### src/rtl/axis_fifo_pkg.sv
`default_nettype none
// +--------------------------------------------------------------------------+
// | axis_fifo_pkg: FIFO word-layout offsets and pointer full-test helper.     |
// | Revision: 1.0                                                            |
// +--------------------------------------------------------------------------+
package axis_fifo_pkg;

  // Memory word is {tlast, tkeep, tdata}; tkeep sits directly above tdata.
  function automatic int keep_lsb(input int data_width);
    return data_width;
  endfunction

  function automatic int tlast_bit(input int data_width, input int keep_width);
    return data_width + keep_width;
  endfunction

  // Pointers carry one extra wrap bit: MSB differs and low bits equal means a full ring.
  function automatic logic ptr_full(input logic [31:0] a, input logic [31:0] b,
                                    input int addr_width);
    logic [31:0] low_mask;
    low_mask = (32'd1 << addr_width) - 32'd1;
    return (a[addr_width] != b[addr_width]) && (((a ^ b) & low_mask) == 32'd0);
  endfunction

endpackage

`default_nettype wire

### src/rtl/axis_fifo_ram.sv
`default_nettype none
// +--------------------------------------------------------------------------+
// | axis_fifo_ram: simple dual-port RAM, one write port, one registered read. |
// | Revision: 1.0                                                            |
// +--------------------------------------------------------------------------+
module axis_fifo_ram #(
  parameter int ADDR_WIDTH = 4,
  parameter int WORD_WIDTH = 73
) (
  input  logic                  clk,
  input  logic                  wr_en,
  input  logic [ADDR_WIDTH-1:0] wr_addr,
  input  logic [WORD_WIDTH-1:0] wr_data,
  input  logic                  rd_en,
  input  logic [ADDR_WIDTH-1:0] rd_addr,
  output logic [WORD_WIDTH-1:0] rd_data
);

  logic [WORD_WIDTH-1:0] mem [0:(1 << ADDR_WIDTH)-1];

  always_ff @(posedge clk) begin
    if (wr_en) begin
      mem[wr_addr] <= wr_data;
    end
    if (rd_en) begin
      rd_data <= mem[rd_addr];
    end
  end

endmodule

`default_nettype wire

### src/rtl/axis_frame_fifo_stat.sv
`default_nettype none
// +--------------------------------------------------------------------------+
// | axis_frame_fifo_stat: store-and-forward AXI-Stream frame FIFO that only   |
// | releases complete good frames. Status outputs need AXIS_FRAME_FIFO_STATUS_EN.|
// | Revision: 1.0                                                            |
// +--------------------------------------------------------------------------+
module axis_frame_fifo_stat #(
  parameter int ADDR_WIDTH     = 4,
  parameter int DATA_WIDTH     = 64,
  parameter int KEEP_WIDTH     = DATA_WIDTH / 8,
  parameter bit DROP_WHEN_FULL = 1'b1
) (
  input  logic                  clk,
  input  logic                  rst,
  input  logic [DATA_WIDTH-1:0] input_axis_tdata,
  input  logic [KEEP_WIDTH-1:0] input_axis_tkeep,
  input  logic                  input_axis_tvalid,
  output logic                  input_axis_tready,
  input  logic                  input_axis_tlast,
  input  logic                  input_axis_tuser,
  output logic [DATA_WIDTH-1:0] output_axis_tdata,
  output logic [KEEP_WIDTH-1:0] output_axis_tkeep,
  output logic                  output_axis_tvalid,
  input  logic                  output_axis_tready,
  output logic                  output_axis_tlast,
  output logic                  overflow,
  output logic                  bad_frame,
  output logic                  good_frame,
  output logic [ADDR_WIDTH:0]   frame_count
);
  import axis_fifo_pkg::*;

  localparam int PW         = ADDR_WIDTH + 1;
  localparam int KEEP_LSB   = keep_lsb(DATA_WIDTH);
  localparam int TLAST_BIT  = tlast_bit(DATA_WIDTH, KEEP_WIDTH);
  localparam int WORD_WIDTH = TLAST_BIT + 1;

  logic [PW-1:0]         wr_ptr, wr_ptr_cur, rd_ptr;
  logic                  drop_frame;
  logic                  full, empty, full_cur, space_full;
  logic                  accept, drop_now, wr_en, commit, rd_en;
  logic [WORD_WIDTH-1:0] wr_word, rd_word;

  assign empty    = (wr_ptr == rd_ptr);
  assign full     = ptr_full(32'(wr_ptr), 32'(rd_ptr), ADDR_WIDTH);
  assign full_cur = ptr_full(32'(wr_ptr_cur), 32'(wr_ptr), ADDR_WIDTH);
  // Speculative writes must never land on words the reader has not consumed yet.
  assign space_full = ptr_full(32'(wr_ptr_cur), 32'(rd_ptr), ADDR_WIDTH);

  assign input_axis_tready = DROP_WHEN_FULL ? 1'b1 : ~full;
  assign accept   = input_axis_tvalid & input_axis_tready;
  assign drop_now = drop_frame | full_cur | space_full | (DROP_WHEN_FULL & full);
  assign wr_en    = accept & ~drop_now;
  assign commit   = wr_en & input_axis_tlast & ~input_axis_tuser;
  assign wr_word  = {input_axis_tlast, input_axis_tkeep, input_axis_tdata};
  assign rd_en    = (output_axis_tready | ~output_axis_tvalid) & ~empty;

  always_ff @(posedge clk) begin
    if (rst) begin
      wr_ptr     <= '0;
      wr_ptr_cur <= '0;
      drop_frame <= 1'b0;
    end else if (accept) begin
      if (drop_now) begin
        if (input_axis_tlast) begin
          wr_ptr_cur <= wr_ptr;
          drop_frame <= 1'b0;
        end else begin
          drop_frame <= 1'b1;
        end
      end else begin
        wr_ptr_cur <= wr_ptr_cur + PW'(1);
        if (input_axis_tlast) begin
          if (input_axis_tuser) begin
            wr_ptr_cur <= wr_ptr;
          end else begin
            wr_ptr <= wr_ptr_cur + PW'(1);
          end
        end
      end
    end
  end

  // The RAM read register doubles as the output stage.
  always_ff @(posedge clk) begin
    if (rst) begin
      rd_ptr             <= '0;
      output_axis_tvalid <= 1'b0;
    end else if (rd_en) begin
      rd_ptr             <= rd_ptr + PW'(1);
      output_axis_tvalid <= 1'b1;
    end else if (output_axis_tready) begin
      output_axis_tvalid <= 1'b0;
    end
  end

  axis_fifo_ram #(
    .ADDR_WIDTH (ADDR_WIDTH),
    .WORD_WIDTH (WORD_WIDTH)
  ) u_ram (
    .clk     (clk),
    .wr_en   (wr_en),
    .wr_addr (wr_ptr_cur[ADDR_WIDTH-1:0]),
    .wr_data (wr_word),
    .rd_en   (rd_en),
    .rd_addr (rd_ptr[ADDR_WIDTH-1:0]),
    .rd_data (rd_word)
  );

  assign output_axis_tdata = rd_word[DATA_WIDTH-1:0];
  assign output_axis_tkeep = rd_word[TLAST_BIT-1:KEEP_LSB];
  assign output_axis_tlast = rd_word[TLAST_BIT];

`ifdef AXIS_FRAME_FIFO_STATUS_EN
  logic out_last_done;
  assign out_last_done = output_axis_tvalid & output_axis_tready & output_axis_tlast;

  always_ff @(posedge clk) begin
    if (rst) begin
      overflow    <= 1'b0;
      bad_frame   <= 1'b0;
      good_frame  <= 1'b0;
      frame_count <= '0;
    end else begin
      overflow   <= accept & drop_now & input_axis_tlast;
      bad_frame  <= wr_en & input_axis_tlast & input_axis_tuser;
      good_frame <= commit;
      case ({commit, out_last_done})
        2'b10:   frame_count <= frame_count + PW'(1);
        2'b01:   frame_count <= frame_count - PW'(1);
        default: frame_count <= frame_count;
      endcase
    end
  end
`else
  assign overflow    = 1'b0;
  assign bad_frame   = 1'b0;
  assign good_frame  = 1'b0;
  assign frame_count = '0;
`endif

endmodule

`default_nettype wire

### config.mk
export PLATFORM = sky130hd
export DESIGN_NAME = axis_frame_fifo_stat
export DESIGN_NICKNAME = d
export VERILOG_FILES = /design/src/rtl/axis_fifo_pkg.sv /design/src/rtl/axis_fifo_ram.sv /design/src/rtl/axis_frame_fifo_stat.sv
export SDC_FILE = /design/constraint.sdc
export NUM_CORES = 1
export LEC_CHECK = 0
export BUFFER_PORTS_ARGS = -buffer_cell sky130_fd_sc_hd__buf_2
export CORE_MARGIN = 2
export CORE_UTILIZATION = 60
export CTS_CLUSTER_DIAMETER = 120
export DETAILED_ROUTE_END_ITERATION = 12
export GPL_TIMING_DRIVEN = 0
export PLACE_DENSITY = 0.73
export SYNTH_ARGS = -nofsm -noshare
export SYNTH_HDL_FRONTEND = slang
export SYNTH_SLANG_ARGS = --single-unit
### constraint.sdc
create_clock -name clk -period 22.3 [get_ports clk]
set_input_delay 1.115 -clock clk [delete_from_list [all_inputs] [get_ports clk]]
set_output_delay 1.115 -clock clk [all_outputs]
set_load 0.05 [all_outputs]
==> results.json <==
{
  "reg2reg_to": "u_ram.mem[2][21]",
  "crit_fanout": 9,
  "dpl.hpwl_um": 66200,
  "drv_slew": 0,
  "worst_setup_path_end_kind": "flop",
  "maxCapViolCount": 0,
  "start_util": 0.607,
  "layout.filler_cells": 4389,
  "pwr_density_cell_mw_per_mm2": 119,
  "critical_path_arrival_ns": 4.18,
  "category_of_the_critical_setup_timing_path": "reg -> reg",
  "boundaryPins": 161,
  "clkSlewWorstSetupHoldPaths_ns": 0.06,
  "crit_path_cell_chain": "buf_2, xnor2_1, nand4_1, nor2_1, nor3_1, nand3_1, nor3_2, buf_8, buf_6, buf_8, buf_6",
  "crit_family": "simple AND/OR/NAND/NOR gates",
  "worstReg2RegStart": "rd_ptr[1]",
  "synth_edf_count": 1241,
  "cell_depth_of_the_worst_hold_path": 2,
  "internal_power_mw": 4.66,
  "fin_crit_sh": 0.170,
  "status": "finished clean",
  "port-buffer-count": 150,
  "num-nets-final": 2335,
  "avgSynthCellArea_um2": 25.3,
  "sequential_cell_area_mm2": 0.0376,
  "seq_area_frac_synth": 0.797,
  "grt_first_pass_wirelength_um": 155000,
  "max_freq_mhz": 264,
  "synth_warnings": 0,
  "hold_path_class": "reg -> reg",
  "core_region_area_mm2": 0.0777,
  "hold_buffers": 0,
  "yosysUniqueCellTypes": 37,
  "final-setup-viol-count": 0,
  "routed-via-count": 21800,
  "rsz0062_at_grt": "false",
  "cts-root-to-sink-buffers": 3,
  "report.power.total_mw": 6.52,
  "final_cells": 3396,
  "ant_nets": 0,
  "fp.dieW_um": 284,
  "layout-drive-gt1-share": 0.369,
  "worst_skew_pair.late_latency_ns": 0.68,
  "cpPeakStageDelay_ns": 0.81,
  "fp.dieArea_mm2": 0.0809,
  "postCtsResizedCells": 0,
  "hold_path_end": "output_axis_tvalid",
  "holdCritStartpoint": "output_axis_tvalid",
  "number_of_buffers_and_inverters_on_the_critical_path": 5,
  "relSlewSlack": 0.204,
  "power.switching_mw": 1.86,
  "grt_util_all_layers": 0.269,
  "antenna_violations_before_repair": 13,
  "area_taken_by_multi_input_logic_gates_mm2": 0.00917,
  "postSynthRegisterBits": 1258,
  "ys_async_sr_fraction": 0,
  "comb_power_share": 0.240,
  "vdd.ir_drop.worst_uv": 81.6,
  "power.share.sequential": 0.454,
  "routed_via_density": 6.43,
  "clkSinkCount": 1258,
  "worst_pin_slew_ns": 1.19,
  "timing.final.hold_violations": 0,
  "clock-skew-final_ns": 0.0271,
  "critical_path.startpoint_type": "flop",
  "routed_wire_length_per_instance_um": 31.4,
  "place_inst": 3171,
  "most-common-layout-cells": "edfxtp_1, mux4_2, buf_2",
  "post_cts_buffers": 0,
  "crit_path_start": "rd_ptr[1]",
  "floorplan.die.height_um": 284,
  "postSynthCellCount": 1865,
  "largest_net_degree_at_the_start_of_global_routing": 47,
  "setup_total_negative_slack_ns": 0,
  "clk_root_buffer_cell": "clkbuf_16",
  "placer_congestion_estimate": 0.790,
  "post-route-worst-setup-slack_ns": 18.51,
  "crit_cells": 11,
  "layout-area-overhead-vs-synth_pct": 16.1,
  "route.final.wire_length_um": 107000,
  "slowest_cell_on_the_critical_path": "nor3_2",
  "drt-initial-drc-count": 2577,
  "power.switching_fraction": 0.285,
  "power.clock.fraction": 0.306,
  "cts-buffers-inserted": 119,
  "power_leakage_nw": 17.2,
  "cts_tree": "done",
  "cts.htree.levels": 3,
  "worst-endpoint-required_ns": 22.68,
  "std_cell_rows": 102,
  "reg2reg_depth": 11,
  "netlist_area_mm2": 0.0472,
  "globalRoute.totalOverflow": 0,
  "r2r_setup_slack_ns": 18.51,
  "postSynth.topFlopCell": "edfxtp_1",
  "drcViolationCount": 0,
  "fin_crit_ns": 3.79,
  "post_place_setup_slack_ns": 18.06,
  "first_global_vias": 22700,
  "number_of_optimization_iterations_in_the_first_detailed_route_pass": 6,
  "layout_commonest_cell": "edfxtp_1"
}
## cells in the mapped netlist, types with 7 or more instances
library cell  count  area share
edfxtp_1       1241        0.79
nand3_1          11      0.0012
buf_2            40      0.0042
xor2_1            7      0.0013
dfxtp_1          17      0.0072
xnor2_1          15      0.0028
nor3_1            8     0.00085
nand2_1          13      0.0010
clkbuf_1         34      0.0027
buf_1            12     0.00095
buf_4            15      0.0024
nor2_1           34      0.0027
mux4_2          365        0.17
mux2i_1           7      0.0015
## tightest hold or removal path: cells and delay by family (launching register included)
| family | cells | cell delay [ns] |
|---|---|---|
| simple gates | 1 | 0.09 |
| compound gates | 1 | 0.06 |
| flops | 1 | 0.31 |
## state kept, by name, indices dropped and copies added (netlist names)
name                cells
output_axis_tvalid      1
rd_ptr                  5
wr_ptr_cur              5
drop_frame              1
u_ram.rd_data          73
u_ram.mem            1168
wr_ptr                  5
## cell families after synthesis
| family | after synthesis | synth area share |
|---|---|---|
| flops | 1258 | 0.797 |
| mux | 373 | 0.176 |
| buf+inv | 111 | 0.0119 |
| simple gates | 77 | 0.00729 |
| xor+xnor | 22 | 0.00408 |
| compound gates | 17 | 0.00268 |
| fa+ha+maj | 5 | 0.00133 |
| other cells | 2 | 0.000159 |
## metal layers
metal  track usage  up-vias  share of wire
met5             0        -        0.00077
met4        0.0814       16          0.024
met3        0.0445      201          0.079
met2         0.456     1153           0.52
met1         0.366    11600           0.37
li1              -     8836              -
## final cells by class
| class | instances | area share |
|---|---|---|
| antenna | 6 | 0.000274 |
| buffer | 107 | 0.0100 |
| clock buffer | 151 | 0.0577 |
| clock inverter | 68 | 0.0124 |
| inverter | 4 | 0.000274 |
| multi-input combinational | 503 | 0.167 |
| sequential | 1258 | 0.686 |
| tap | 1040 | 0.0238 |
| timing repair buffer | 259 | 0.0418 |
## metrics by stage
stage	cell area, um^2	hold WS [ns]	utilization
2_1_floorplan	47200	0.528	-
3_3_place_gp	49300	0.491	0.634
6_report	54800	0.511	0.705
3_5_place_dp	50900	0.506	0.655
4_1_cts	54800	0.517	0.705
5_1_grt	54800	0.556	0.705
## power groups by stage
stage / sequential [mW] / clock, mW / combinational, mW
final: 2.96 / 2.00 / 1.57
after global routing: 2.97 / 2.11 / 1.64
after CTS: 2.96 / 2.01 / 1.59
after detailed placement: 3.00 / 0 / 1.57
after global placement: 3.07 / 0 / 1.47
after floorplan: 3.27 / 0 / 0.798
## worst max path at each step
stage / end
finish: u_ram.mem[2][21]
detailed placement: u_ram.mem[2][25]
global route: u_ram.mem[2][16]
CTS: u_ram.mem[2][21]
floorplan: u_ram.mem[3][0]
global placement: u_ram.mem[3][46]
Power figures use the tool's default switching activity.
